==> src/rtl/pc_gen_pkg.sv <==
// Shared definitions for the program-counter generator: next-PC operation
// encodings, instruction-field widths and small decode helpers.
package pc_gen_pkg;

    // Width of the NPCOp field driven by the controller.
    localparam int NPC_OP_W = 3;

    // Width of the instruction immediate / jump index field.
    localparam int IMM_W = 26;

    // Width of the branch displacement taken from the low immediate bits.
    localparam int BR_IMM_W = 16;

    // Next-PC operations. Code 3'b111 is reserved and behaves as PLUS4
    // without touching the return-address stack.
    typedef enum logic [NPC_OP_W-1:0] {
        NPC_PLUS4  = 3'b000,
        NPC_BRANCH = 3'b001,
        NPC_JUMP   = 3'b010,
        NPC_JUMPR  = 3'b011,
        NPC_CALL   = 3'b100,
        NPC_CALLR  = 3'b101,
        NPC_RET    = 3'b110,
        NPC_RSVD   = 3'b111
    } npc_op_e;

    // Operations that push their link address onto the return stack.
    function automatic logic is_call(input npc_op_e op);
        return (op == NPC_CALL) || (op == NPC_CALLR);
    endfunction

    // Operations that pop the return stack.
    function automatic logic is_ret(input npc_op_e op);
        return (op == NPC_RET);
    endfunction

endpackage : pc_gen_pkg

==> src/rtl/pc_gen_if.sv <==
// Controller <-> PC generator bundle. The controller side (master) drives
// the control-flow request; the PC generator (slave) returns the PC state
// and the return-stack debug indicators.
interface pc_gen_if
    import pc_gen_pkg::*;
#(
    parameter int WIDTH = 32,
    parameter int CNT_W = 16
);

    // Requests from the controller / datapath
    logic                stall;
    logic [NPC_OP_W-1:0] NPCOp;
    logic [IMM_W-1:0]    IMM;
    logic [WIDTH-1:0]    Reg;
    logic                exc;
    logic                eret;

    // PC state returned to instruction memory and the controller
    logic [WIDTH-1:0]    PC;
    logic [WIDTH-1:0]    NPC;
    logic [WIDTH-1:0]    EPC;

    // Return-stack debug indicators
    logic                ras_empty;
    logic                ras_ovf;
    logic                ras_unf;
    logic                ras_mismatch;
    logic [CNT_W-1:0]    mismatch_cnt;

    modport master (
        output stall, NPCOp, IMM, Reg, exc, eret,
        input  PC, NPC, EPC,
        input  ras_empty, ras_ovf, ras_unf, ras_mismatch, mismatch_cnt
    );

    modport slave (
        input  stall, NPCOp, IMM, Reg, exc, eret,
        output PC, NPC, EPC,
        output ras_empty, ras_ovf, ras_unf, ras_mismatch, mismatch_cnt
    );

endinterface : pc_gen_if

==> src/rtl/pc_ras.sv <==
// Circular return-address stack used to track call/return pairing for
// debug. The pointer addresses the next free slot, so the top entry sits
// one below it. A push into a full stack wraps onto the oldest entry; a pop
// from an empty stack leaves the state alone. Both events raise sticky flags
// that only reset clears.
module pc_ras #(
    parameter int WIDTH     = 32,
    parameter int RAS_DEPTH = 4
) (
    input  logic             clk,
    input  logic             rstn,
    input  logic             i_push,
    input  logic             i_pop,
    input  logic [WIDTH-1:0] i_push_data,
    output logic [WIDTH-1:0] o_top,
    output logic             o_empty,
    output logic             o_full,
    output logic             o_ovf,
    output logic             o_unf
);

    localparam int PTR_W = (RAS_DEPTH > 1) ? $clog2(RAS_DEPTH) : 1;
    localparam int CNT_W = $clog2(RAS_DEPTH + 1);

    logic [WIDTH-1:0] r_stack [RAS_DEPTH];
    logic [PTR_W-1:0] r_ptr;
    logic [CNT_W-1:0] r_count;
    logic             r_ovf;
    logic             r_unf;
    logic [PTR_W-1:0] w_top_idx;

    // Depth is a power of two, so the pointer wraps on its own.
    assign w_top_idx = r_ptr - PTR_W'(1);
    assign o_empty   = (r_count == '0);
    assign o_full    = (r_count == CNT_W'(RAS_DEPTH));
    assign o_top     = r_stack[w_top_idx];
    assign o_ovf     = r_ovf;
    assign o_unf     = r_unf;

    // Pointer, occupancy and sticky error flags.
    always_ff @(posedge clk or negedge rstn) begin
        // NOTE: sequential state uses non-blocking assignments so every
        // register samples the pre-edge values, independent of statement order.
        if (!rstn) begin
            r_ptr   <= '0;
            r_count <= '0;
            r_ovf   <= 1'b0;
            r_unf   <= 1'b0;
        end else if (i_push) begin
            r_ptr <= r_ptr + PTR_W'(1);
            if (o_full) begin
                r_ovf <= 1'b1;
            end else begin
                r_count <= r_count + CNT_W'(1);
            end
        end else if (i_pop) begin
            if (o_empty) begin
                r_unf <= 1'b1;
            end else begin
                r_ptr   <= w_top_idx;
                r_count <= r_count - CNT_W'(1);
            end
        end
    end

    // Stack storage write on push.
    always_ff @(posedge clk) begin
        // NOTE: the storage array has no reset; an entry is only meaningful
        // while the occupancy count covers it, and consumers mask it with
        // o_empty.
        if (i_push) begin
            r_stack[r_ptr] <= i_push_data;
        end
    end

endmodule : pc_ras

==> src/rtl/pc_gen.sv <==
// Registered program-counter generator. Computes the next PC for every
// control-flow operation, handles exception entry/return with an internal
// EPC, and checks RET targets against a return-address stack, counting
// mismatching returns. The stack is advisory: a RET always goes to Reg.
module pc_gen
    import pc_gen_pkg::*;
#(
    parameter int               WIDTH     = 32,
    parameter logic [WIDTH-1:0] RESET_PC  = WIDTH'(32'h0000_3000),
    parameter logic [WIDTH-1:0] EXC_VEC   = WIDTH'(32'h0000_4180),
    parameter int               RAS_DEPTH = 4,
    parameter int               CNT_W     = 16
) (
    input  logic    clk,
    input  logic    rstn,
    pc_gen_if.slave pc_bus
);

    npc_op_e          w_op;
    logic [WIDTH-1:0] w_pcplus4;
    logic [WIDTH-1:0] w_br_off;
    logic [WIDTH-1:0] w_target;
    logic [WIDTH-1:0] w_npc;
    logic             w_commit;
    logic             w_push;
    logic             w_pop;
    logic             w_mismatch;
    logic [WIDTH-1:0] w_ras_top;
    logic             w_ras_empty;
    logic             w_ras_full;
    logic             w_ras_ovf;
    logic             w_ras_unf;

    logic [WIDTH-1:0] r_pc;
    logic [WIDTH-1:0] r_epc;
    logic [CNT_W-1:0] r_mismatch_cnt;

    assign w_op      = npc_op_e'(pc_bus.NPCOp);
    assign w_pcplus4 = r_pc + WIDTH'(4);

    // Sign-extended word displacement: sext(IMM[15:0]) << 2.
    assign w_br_off = {{(WIDTH - BR_IMM_W - 2){pc_bus.IMM[BR_IMM_W-1]}},
                       pc_bus.IMM[BR_IMM_W-1:0], 2'b00};

    // Control-flow target selected by NPCOp, before exception/stall override.
    always_comb begin
        // NOTE: a default assigned first guarantees every path drives the
        // output, so no latch is inferred for unlisted cases.
        w_target = w_pcplus4;
        unique case (w_op)
            NPC_PLUS4:  w_target = w_pcplus4;
            NPC_BRANCH: w_target = w_pcplus4 + w_br_off;
            NPC_JUMP,
            NPC_CALL:   w_target = {w_pcplus4[WIDTH-1:28], pc_bus.IMM, 2'b00};
            NPC_JUMPR,
            NPC_CALLR,
            NPC_RET:    w_target = pc_bus.Reg;
            NPC_RSVD:   w_target = w_pcplus4;
        endcase
    end

    // Final next-PC with priority exc > eret > stall > NPCOp.
    always_comb begin
        w_npc = w_target;
        if (pc_bus.exc) begin
            w_npc = EXC_VEC;
        end else if (pc_bus.eret) begin
            w_npc = r_epc;
        end else if (pc_bus.stall) begin
            w_npc = r_pc;
        end
    end

    // Only an unstalled, non-exceptional cycle commits stack and counter side effects.
    assign w_commit   = !pc_bus.exc && !pc_bus.eret && !pc_bus.stall;
    assign w_push     = w_commit && is_call(w_op);
    assign w_pop      = w_commit && is_ret(w_op);
    assign w_mismatch = is_ret(w_op) && (w_ras_empty || (w_ras_top != pc_bus.Reg));

    pc_ras #(
        .WIDTH     (WIDTH),
        .RAS_DEPTH (RAS_DEPTH)
    ) u_ras (
        .clk         (clk),
        .rstn        (rstn),
        .i_push      (w_push),
        .i_pop       (w_pop),
        .i_push_data (w_pcplus4),
        .o_top       (w_ras_top),
        .o_empty     (w_ras_empty),
        .o_full      (w_ras_full),
        .o_ovf       (w_ras_ovf),
        .o_unf       (w_ras_unf)
    );

    // PC register: always loads NPC, which already folds in the stall hold.
    always_ff @(posedge clk or negedge rstn) begin
        if (!rstn) begin
            r_pc <= RESET_PC;
        end else begin
            r_pc <= w_npc;
        end
    end

    // EPC captures the interrupted PC on exception entry only.
    always_ff @(posedge clk or negedge rstn) begin
        if (!rstn) begin
            r_epc <= '0;
        end else if (pc_bus.exc) begin
            r_epc <= r_pc;
        end
    end

    // Saturating count of committed RETs whose target disagreed with the stack.
    always_ff @(posedge clk or negedge rstn) begin
        if (!rstn) begin
            r_mismatch_cnt <= '0;
        end else if (w_commit && w_mismatch && (r_mismatch_cnt != '1)) begin
            r_mismatch_cnt <= r_mismatch_cnt + CNT_W'(1);
        end
    end

    assign pc_bus.PC           = r_pc;
    assign pc_bus.NPC          = w_npc;
    assign pc_bus.EPC          = r_epc;
    assign pc_bus.ras_empty    = w_ras_empty;
    assign pc_bus.ras_ovf      = w_ras_ovf;
    assign pc_bus.ras_unf      = w_ras_unf;
    assign pc_bus.ras_mismatch = w_mismatch;
    assign pc_bus.mismatch_cnt = r_mismatch_cnt;

    // Full is implied by the overflow flag at this level; keep it observable
    // to the stack only.
    logic w_unused;
    assign w_unused = w_ras_full;

endmodule : pc_gen

==> src/flat_wrapper.sv <==
// flat-port wrapper written by rule: the top's interface ports become plain ports
module pc_gen_flat import pc_gen_pkg::*;
#(
    parameter int               WIDTH     = 32,
    parameter logic [WIDTH-1:0] RESET_PC  = WIDTH'(32'h0000_3000),
    parameter logic [WIDTH-1:0] EXC_VEC   = WIDTH'(32'h0000_4180),
    parameter int               RAS_DEPTH = 4,
    parameter int               CNT_W     = 16
)
  (clk, rstn, pc_bus_stall, pc_bus_NPCOp, pc_bus_IMM, pc_bus_Reg, pc_bus_exc, pc_bus_eret, pc_bus_PC, pc_bus_NPC, pc_bus_EPC, pc_bus_ras_empty, pc_bus_ras_ovf, pc_bus_ras_unf, pc_bus_ras_mismatch, pc_bus_mismatch_cnt);
  pc_gen_if #(.WIDTH(WIDTH), .CNT_W(CNT_W)) pc_bus_i ();
  input  logic clk;
  input  logic rstn;
  input wire logic [$bits(pc_bus_i.stall)-1:0] pc_bus_stall;
  input wire logic [$bits(pc_bus_i.NPCOp)-1:0] pc_bus_NPCOp;
  input wire logic [$bits(pc_bus_i.IMM)-1:0] pc_bus_IMM;
  input wire logic [$bits(pc_bus_i.Reg)-1:0] pc_bus_Reg;
  input wire logic [$bits(pc_bus_i.exc)-1:0] pc_bus_exc;
  input wire logic [$bits(pc_bus_i.eret)-1:0] pc_bus_eret;
  output wire logic [$bits(pc_bus_i.PC)-1:0] pc_bus_PC;
  output wire logic [$bits(pc_bus_i.NPC)-1:0] pc_bus_NPC;
  output wire logic [$bits(pc_bus_i.EPC)-1:0] pc_bus_EPC;
  output wire logic [$bits(pc_bus_i.ras_empty)-1:0] pc_bus_ras_empty;
  output wire logic [$bits(pc_bus_i.ras_ovf)-1:0] pc_bus_ras_ovf;
  output wire logic [$bits(pc_bus_i.ras_unf)-1:0] pc_bus_ras_unf;
  output wire logic [$bits(pc_bus_i.ras_mismatch)-1:0] pc_bus_ras_mismatch;
  output wire logic [$bits(pc_bus_i.mismatch_cnt)-1:0] pc_bus_mismatch_cnt;
  assign pc_bus_i.stall = pc_bus_stall;
  assign pc_bus_i.NPCOp = pc_bus_NPCOp;
  assign pc_bus_i.IMM = pc_bus_IMM;
  assign pc_bus_i.Reg = pc_bus_Reg;
  assign pc_bus_i.exc = pc_bus_exc;
  assign pc_bus_i.eret = pc_bus_eret;
  assign pc_bus_PC = pc_bus_i.PC;
  assign pc_bus_NPC = pc_bus_i.NPC;
  assign pc_bus_EPC = pc_bus_i.EPC;
  assign pc_bus_ras_empty = pc_bus_i.ras_empty;
  assign pc_bus_ras_ovf = pc_bus_i.ras_ovf;
  assign pc_bus_ras_unf = pc_bus_i.ras_unf;
  assign pc_bus_ras_mismatch = pc_bus_i.ras_mismatch;
  assign pc_bus_mismatch_cnt = pc_bus_i.mismatch_cnt;
  pc_gen #(.WIDTH(WIDTH), .RESET_PC(RESET_PC), .EXC_VEC(EXC_VEC), .RAS_DEPTH(RAS_DEPTH), .CNT_W(CNT_W)) u_core (.clk(clk), .rstn(rstn), .pc_bus(pc_bus_i));
endmodule
==> config.mk <==
export PLATFORM = sky130hd
export DESIGN_NAME = pc_gen_flat
export DESIGN_NICKNAME = d
export VERILOG_FILES = /design/src/rtl/pc_gen_pkg.sv /design/src/rtl/pc_gen_if.sv /design/src/rtl/pc_ras.sv /design/src/rtl/pc_gen.sv /design/src/flat_wrapper.sv
export SDC_FILE = /design/constraint.sdc
export NUM_CORES = 1
export LEC_CHECK = 0
export ABC_AREA = 0
export ABC_CLOCK_PERIOD_IN_PS = 4950
export CORE_MARGIN = 1.5
export CORE_UTILIZATION = 60
export DETAILED_ROUTE_END_ITERATION = 10
export DONT_BUFFER_PORTS = 1
export PLACE_DENSITY = 0.76
export SETUP_SLACK_MARGIN = 0.4
export SYNTH_ARGS = -nofsm -noshare
export SYNTH_HDL_FRONTEND = slang
export SYNTH_SLANG_ARGS = --single-unit
==> constraint.sdc <==
create_clock -name clk -period 4.95 [get_ports clk]
set_input_delay 0.7425 -clock clk [delete_from_list [all_inputs] [get_ports clk]]
set_output_delay 0.7425 -clock clk [all_outputs]
set_load 0.1 [all_outputs]
**Word-level counts from Yosys, hierarchy flattened**

Memories as Yosys holds them, arrays and structs flattened.
Index checks and enable logic that the tools add are counted.

- Flip-flop bits (word level): 87
- Bits in writable memories: 128
- Logic and storage cells: 63
- Memories kept: 1

- Add/sub/neg operators: 7
- Equality and inequality tests: 12
- Muxes and demuxes: 13
- Bitwise operators: 1
- Reduce and logical (&&, ||, !) cells: 22

Memories:

| memory | words | bits a word | read ports | clocked after Yosys merged registers in | write ports | line | text |
|---|---|---|---|---|---|---|---|
| u_core.u_ras.r_stack | 4 | 32 | 1 | 0 | 1 | pc_ras.sv:25 | `logic [WIDTH-1:0] r_stack [RAS_DEPTH];` |

Operator list:

| kind | count |
|---|---|
| 32-bit case mux with 4 select lines | 1 |
| 32-bit two-way mux | 3 |
| 32-bit by 3-bit adder with 32-bit output (second input constant) | 1 |
| 32-bit adder | 1 |
| 32-bit != test | 1 |
| 16-bit by 1-bit adder with 16-bit output (second input constant) | 1 |
| 16-bit != test (second input constant) | 1 |
| 3-bit == test (second input constant) | 5 |
| 3-bit two-way mux | 4 |
| 1-bit logical AND | 7 |
| 3-bit by 2-bit == test with 1-bit output (second input constant) | 2 |
| 3-bit zero test | 2 |
| 2-bit two-way mux | 3 |
| 3-bit AND reduction | 2 |
| 2-bit != test (second input constant) | 2 |
| 2-bit AND reduction | 2 |
| 2-bit OR reduction | 2 |
| 3-bit by 1-bit adder with 3-bit output (second input constant) | 1 |
| 3-bit by 1-bit == test with 1-bit output (second input constant) | 1 |
| 1-bit zero test | 3 |
| 3-bit OR reduction | 1 |
| 3-bit by 1-bit subtractor with 3-bit output (second input constant) | 1 |
| 2-bit by 1-bit adder with 2-bit output (second input constant) | 1 |
| 1-bit logical OR | 2 |
| 4 further kinds | 5 |

**Longest topological paths before layout**

An unclocked memory read counts as a cell.

- Depth after elaboration: 7
- Depth in mapped cells: 18
- Gate-level depth less buffers: 16

**Cells and area by module**

Synthesis repeated with hierarchy kept, for this count alone.

- Cell total of the unflattened synthesis: 1051
- Area total of the unflattened synthesis: 12253.0 um2

By module, submodules not included:

| module | instances | cells each | area each (um2) |
|---|---|---|---|
| pc_gen | 1 | 834 | 7123.1 |
| pc_ras | 1 | 217 | 5129.9 |

**Worst setup path before layout**

Ideal clock, no wire load.

- Path kind: reg-to-output
- Start: register u_core.r_pc[2], in the netlist u_core.pc_bus.PC[2]
- End: output pc_bus_NPC[31]
- Arrival: 6.615 ns
- Data required time: 4.208 ns
- Slack: -2.408 ns
- Stages on the path, launching flop included: 19
- Buffers on the path: 2
- Cells stage by stage: dfrtp_1 -> ha_1 -> and4_1 -> nor2b_1 -> clkbuf_1 -> nand3_1 -> nor2_1 -> xor2_1 -> ha_1 -> clkbuf_1 -> a21oi_1 -> o21ai_0 -> a211oi_1 -> o21bai_1 -> a41o_1 -> a21oi_1 -> a32oi_1 -> xnor2_1 -> a221oi_1

- Cells in the longest elaborated chain, start to end: 6

RTL lines:

| what | line | text |
|---|---|---|
| start, declared | pc_gen.sv:34 | `logic [WIDTH-1:0] r_pc;` |
| start signal, assigned | pc_gen.sv:101 | `r_pc <= w_npc;` |
| 32-bit by 3-bit adder with 32-bit output | pc_gen.sv:39 | `assign w_pcplus4 = r_pc + WIDTH'(4);` |
| named net u_core.u_ras.i_push_data[14] | pc_ras.sv:14 | `input logic [WIDTH-1:0] i_push_data,` |
| 32-bit adder | pc_gen.sv:52 | `NPC_BRANCH: w_target = w_pcplus4 + w_br_off;` |
| 32-bit case mux with 4 select lines | pc_gen.sv:50 | `unique case (w_op)` |
| 32-bit two-way mux | pc_gen.sv:69 | `end else if (pc_bus.stall) begin` |
| 32-bit two-way mux | pc_gen.sv:67 | `end else if (pc_bus.eret) begin` |
| 32-bit two-way mux | pc_gen.sv:65 | `if (pc_bus.exc) begin` |
| end, declared | flat_wrapper.sv:21 | `output wire logic [$bits(pc_bus_i.NPC)-1:0] pc_bus_NPC;` |

The timed path passes the listed nets, and every way through them passes these cells.

**Worst setup path after layout**

- Start: register u_core.r_pc[2], in the netlist u_core.pc_bus.PC[2]
- End: output pc_bus_NPC[28]

Same word-level chain as after synthesis.

==> metrics.md <==
| Metric | Value |
|---|---|
| Pwr/cell area | 403.5 nW/µm² |
| Cell taking the most area after synthesis | edfxtp_1 |
| Syn avg cell area | between 10 and 15 µm² |
| Leak pwr | 6.114 nW |
| Seq pwr share | 37.7% |
| RSZ-0062 raised after global routing | true |
| Mapped cell area | about 12,000 µm² |
| DRC | 0 |
| Synthesis Warnings | 0 |
| CP peak stage delay | 0.60 ns |
| Pins over their slew limit | 0 |
| Area growth syn-to-layout | 26.16% |
| I/O pin cnt | 182 |
| Wire per inst | roughly 26 µm |
| # setup viols final | 8 |
| Worst VDD drop | 0.3344 mV |
| Num rows | 52 |
| Seq cells post-synth | around 220 |
| Post-Route WL | 38.98 mm |
| Post-synth ARST share | 40.47% |
| M2 GR Usage | between 50% and 60% |
| Status | complete, but fails checks |
| Slowest-stage cell, CP | a21oi_4 |
| Initial DRC Count | 1,062 |
| CP Buf/Inv Count | 0 |
| Post-synthesis sequential area ratio | 48.72% |
| Global route total overflow | 0 |
| Clock power frac | a little over a quarter |
| Top_reg_cell synth | edfxtp_1 |
| CP delay by family, top | simple AND/OR/NAND/NOR gates |
| Clock Skew | approximately 0.022 ns |
| Slew headroom | 26.64% |
| DP Wirelength | 27.00 mm |
| Hold crit path type | primary input to asynchronous set/reset pin |
| Max cap viols | 0 |
| H-tree depth | 1 |
| Critical path class | register to primary output |
| Period utilization | 104.8% |
| Worst hold slack | 0.05839 ns |
| Die X | 146.5 µm |
| Critical Path AT | 4.44 ns |
| Area fraction of the dominant cell type after synthesis | 31.09% |
| Top cells by area, synth | edfxtp_1 31%, dfrtp_1 17%, xnor2_1 4.3% |
| Setup crit end kind | primary output |
| Starting Density | 61.09% |
| Clock Sinks | approximately 220 |
| TritonCTS Buffers | 23 |
| # port buffers | 0 |
| CP cell instances | ha_4, and4_4, nor2b_4, nand3_4, xnor2_2, ha_1, and2_1, or3_1, nand4_1, o2111ai_4, a311o_1, a31oi_1, xor2_1, a21oi_4 |
| Mapped Nets | 1,220 |
| Clock transition at path regs | about 0.06 ns |
| Gpl congestion | 0.9995 |
| Cells after Synth | 1,111 |
| Combinational Power Share | 35.9% |
| Actual slew at the worst max-slew pin | 1.100 ns |
| Final Hold Viols | 0 |
| Pre-antenna DRT Iters | 6 |
| M1 GR Usage | 46.60% |
| Antenna violations before repair | 0 |
| Die Ht | 146.5 µm |
| Final ANT Viol Nets | 0 |
| Root Driver | clkbuf_16 |
| Crit-path max FO | 4 |
| Die area | around 21,000 µm² |
| Worst-Skew Late Latency | 0.53 ns |
| Violated checks | setup timing |
| Final net count | 1,320 |
| Critical Path Start Type | register |
| NetSw | between 2 and 2.5 mW |
| Synth cell types | a little over 70 |
| CORE AREA | 20,230 µm² |
| Gr busiest metal | met2 |
| Number of placed instances, taps included | 1,418 |
| Fillcell total | 1,251 |
| Final core utilization | 77.08% |
| Vias in the first global route | 9,793 |
| Fmax | 0.1928 GHz |
| Final WS setup | -0.2357 ns |
| CTS tree | done |
| Fin cells | 1,498 |
| Met3 Track Usage GR | 12.06% |
| DR vias | between 10,000 and 15,000 |
| Int Power | a little under 4 mW |
| Post-synth EDFFs | 128 |
| Net Sw Frac | 37.91% |
| First-pass GRT wire length | 57.37 mm |
| Largest net degree at the start of global routing | 86 |
| Diodes inserted | 0 |
| Data required, critical path | between 4 and 5 ns |
| Max clock buf depth | 3 |
| Total power | 6.292 mW |
| Share of cells above drive strength 1 | 32.17% |
| Vias/cell | 6.705 |
| Minimum clock period | between 5 and 6 ns |
| Total Routing Usage GR | 35.51% |
## registers in the layout, summed over array words and instances (netlist names)
signal,cells
u_core.u_ras.r_stack,128
u_core.pc_bus.EPC,32
u_core.u_ras.o_ovf,1
u_core.u_ras.o_unf,1
u_core.pc_bus.PC,32
u_core.u_ras.r_ptr,2
u_core.pc_bus.mismatch_cnt,16
u_core.u_ras.r_count,3
## worst register-to-register path, delay by kind of cell (launching register included)
family | cells | cell delay (ns)
flip-flops | 1 | 0.41
XOR/XNOR | 2 | 0.40
AO/OA/AOI/OAI | 4 | 1.28
AND/OR/NAND/NOR | 6 | 1.31
adder cells (fa/ha/maj) | 2 | 0.50
## final timing paths
path,slack (ns),endpoint,start,depth (start not counted)
min in group clk,0.28,u_core.pc_bus.PC[9],pc_bus_exc,1
worst min register to register,0.63,u_core.u_ras.r_ptr[1],u_core.u_ras.r_ptr[1],2
worst max register to register,0.85,u_core.pc_bus.PC[28],u_core.pc_bus.PC[2],14
worst min-delay path,0.06,u_core.pc_bus.PC[12],rstn,0
max in group asynchronous,4.42,u_core.pc_bus.PC[19],rstn,1
worst max-delay path,-0.24,pc_bus_NPC[28],u_core.pc_bus.PC[2],14
## power groups by stage
stage          clock network (mW)  logic [mW]  registers (mW)
2_1_floorplan                   0        1.47            2.52
3_3_place_gp                    0        1.92            2.40
3_5_place_dp                    0        1.95            2.40
4_1_cts                      1.67        2.16            2.37
5_1_grt                      1.74        2.39            2.39
6_report                     1.66        2.26            2.37
## area by class of cell
class	instances	area, µm²	share of cell area, %
Timing Repair Buffer	136	1269	8.135
Tap cell	270	337.8	2.166
Clock inverter	7	53.80	0.3450
Sequential cell	215	6048	38.78
Multi-Input combinational cell	803	7091	45.46
Clock buffer	35	675.6	4.332
Inverter	32	121.4	0.7782
## cells in the mapped netlist (all sizes together), types with 3 or more instances
cell type,instances
a31oi,12
inv,30
o21a,4
nand2b,10
nor2b,6
a22oi,4
and2,10
nand3b,3
o22ai,16
nand3,25
and3,10
a221oi,14
edfxtp,128
o21ai,50
nor3b,5
buf,21
o31ai,4
dfrtp,85
a21o,12
nor3,20
clkbuf,40
and4,4
a211oi,7
a311oi,3
nand4,15
ha,41
or3,4
o21bai,4
nand2,76
a2111oi,3
nor2,80
a41oi,3
o211ai,8
a21oi,103
xor2,37
xnor2,61
a32oi,4
a211o,3
mux2i,42
mux4,24
nor4,7
o221ai,10
mux2,37
## metal layers
layer,up-vias,wire length [µm]
met5,-,0
met4,0,1687
met3,118,4873
met2,638,17460
met1,4887,14960
li1,4401,-
## cells in the final DEF (no fill, tap or decap), drive strengths merged, types with 20 or more instances in the layout
master  count
o21ai      50
nand2      76
buf       136
mux2       37
dfrtp      85
xor2       37
nand3      25
xnor2      61
nor3       20
clkbuf     35
ha         41
mux4       24
mux2i      42
a21oi     103
inv        34
edfxtp    128
nor2       80
## through the flow
step	setup TNS [ns]	area (µm²)	setup WS, ns
3_3_place_gp	0	13650	0.08329
4_1_cts	-0.5305	15190	-0.1498
6_report	-0.8328	15600	-0.2357
2_1_floorplan	-1.267	12790	-0.3386
5_1_grt	-2.221	15600	-0.3612
3_5_place_dp	0	13650	0.01072
## logic make-up (layout without fill, tap and decap cells)
family,count (synthesis),after routing,synth area share (%)
xor gates and xnor gates,98,98,6.943
muxes,103,103,11.36
buffers and inverters,93,210,3.239
adders and majority gates,43,43,4.474
DFF,215,215,48.72
AOI/OAI and AO/OA,279,279,14.36
and+or+nand+nor,280,280,10.90
## timing repair
| item | in CTS | in global routing |
|---|---|---|
| hold endpoints to repair | 85 | 0 |
| pin swaps | 50 | 33 |
| gates resized for setup | 112 | 59 |
| hold buffers | 1 | 0 |
| buffers inserted | 28 | 9 |
| setup endpoints to repair | 23 | 25 |
Note: power is estimated with default switching activity, not from simulation.
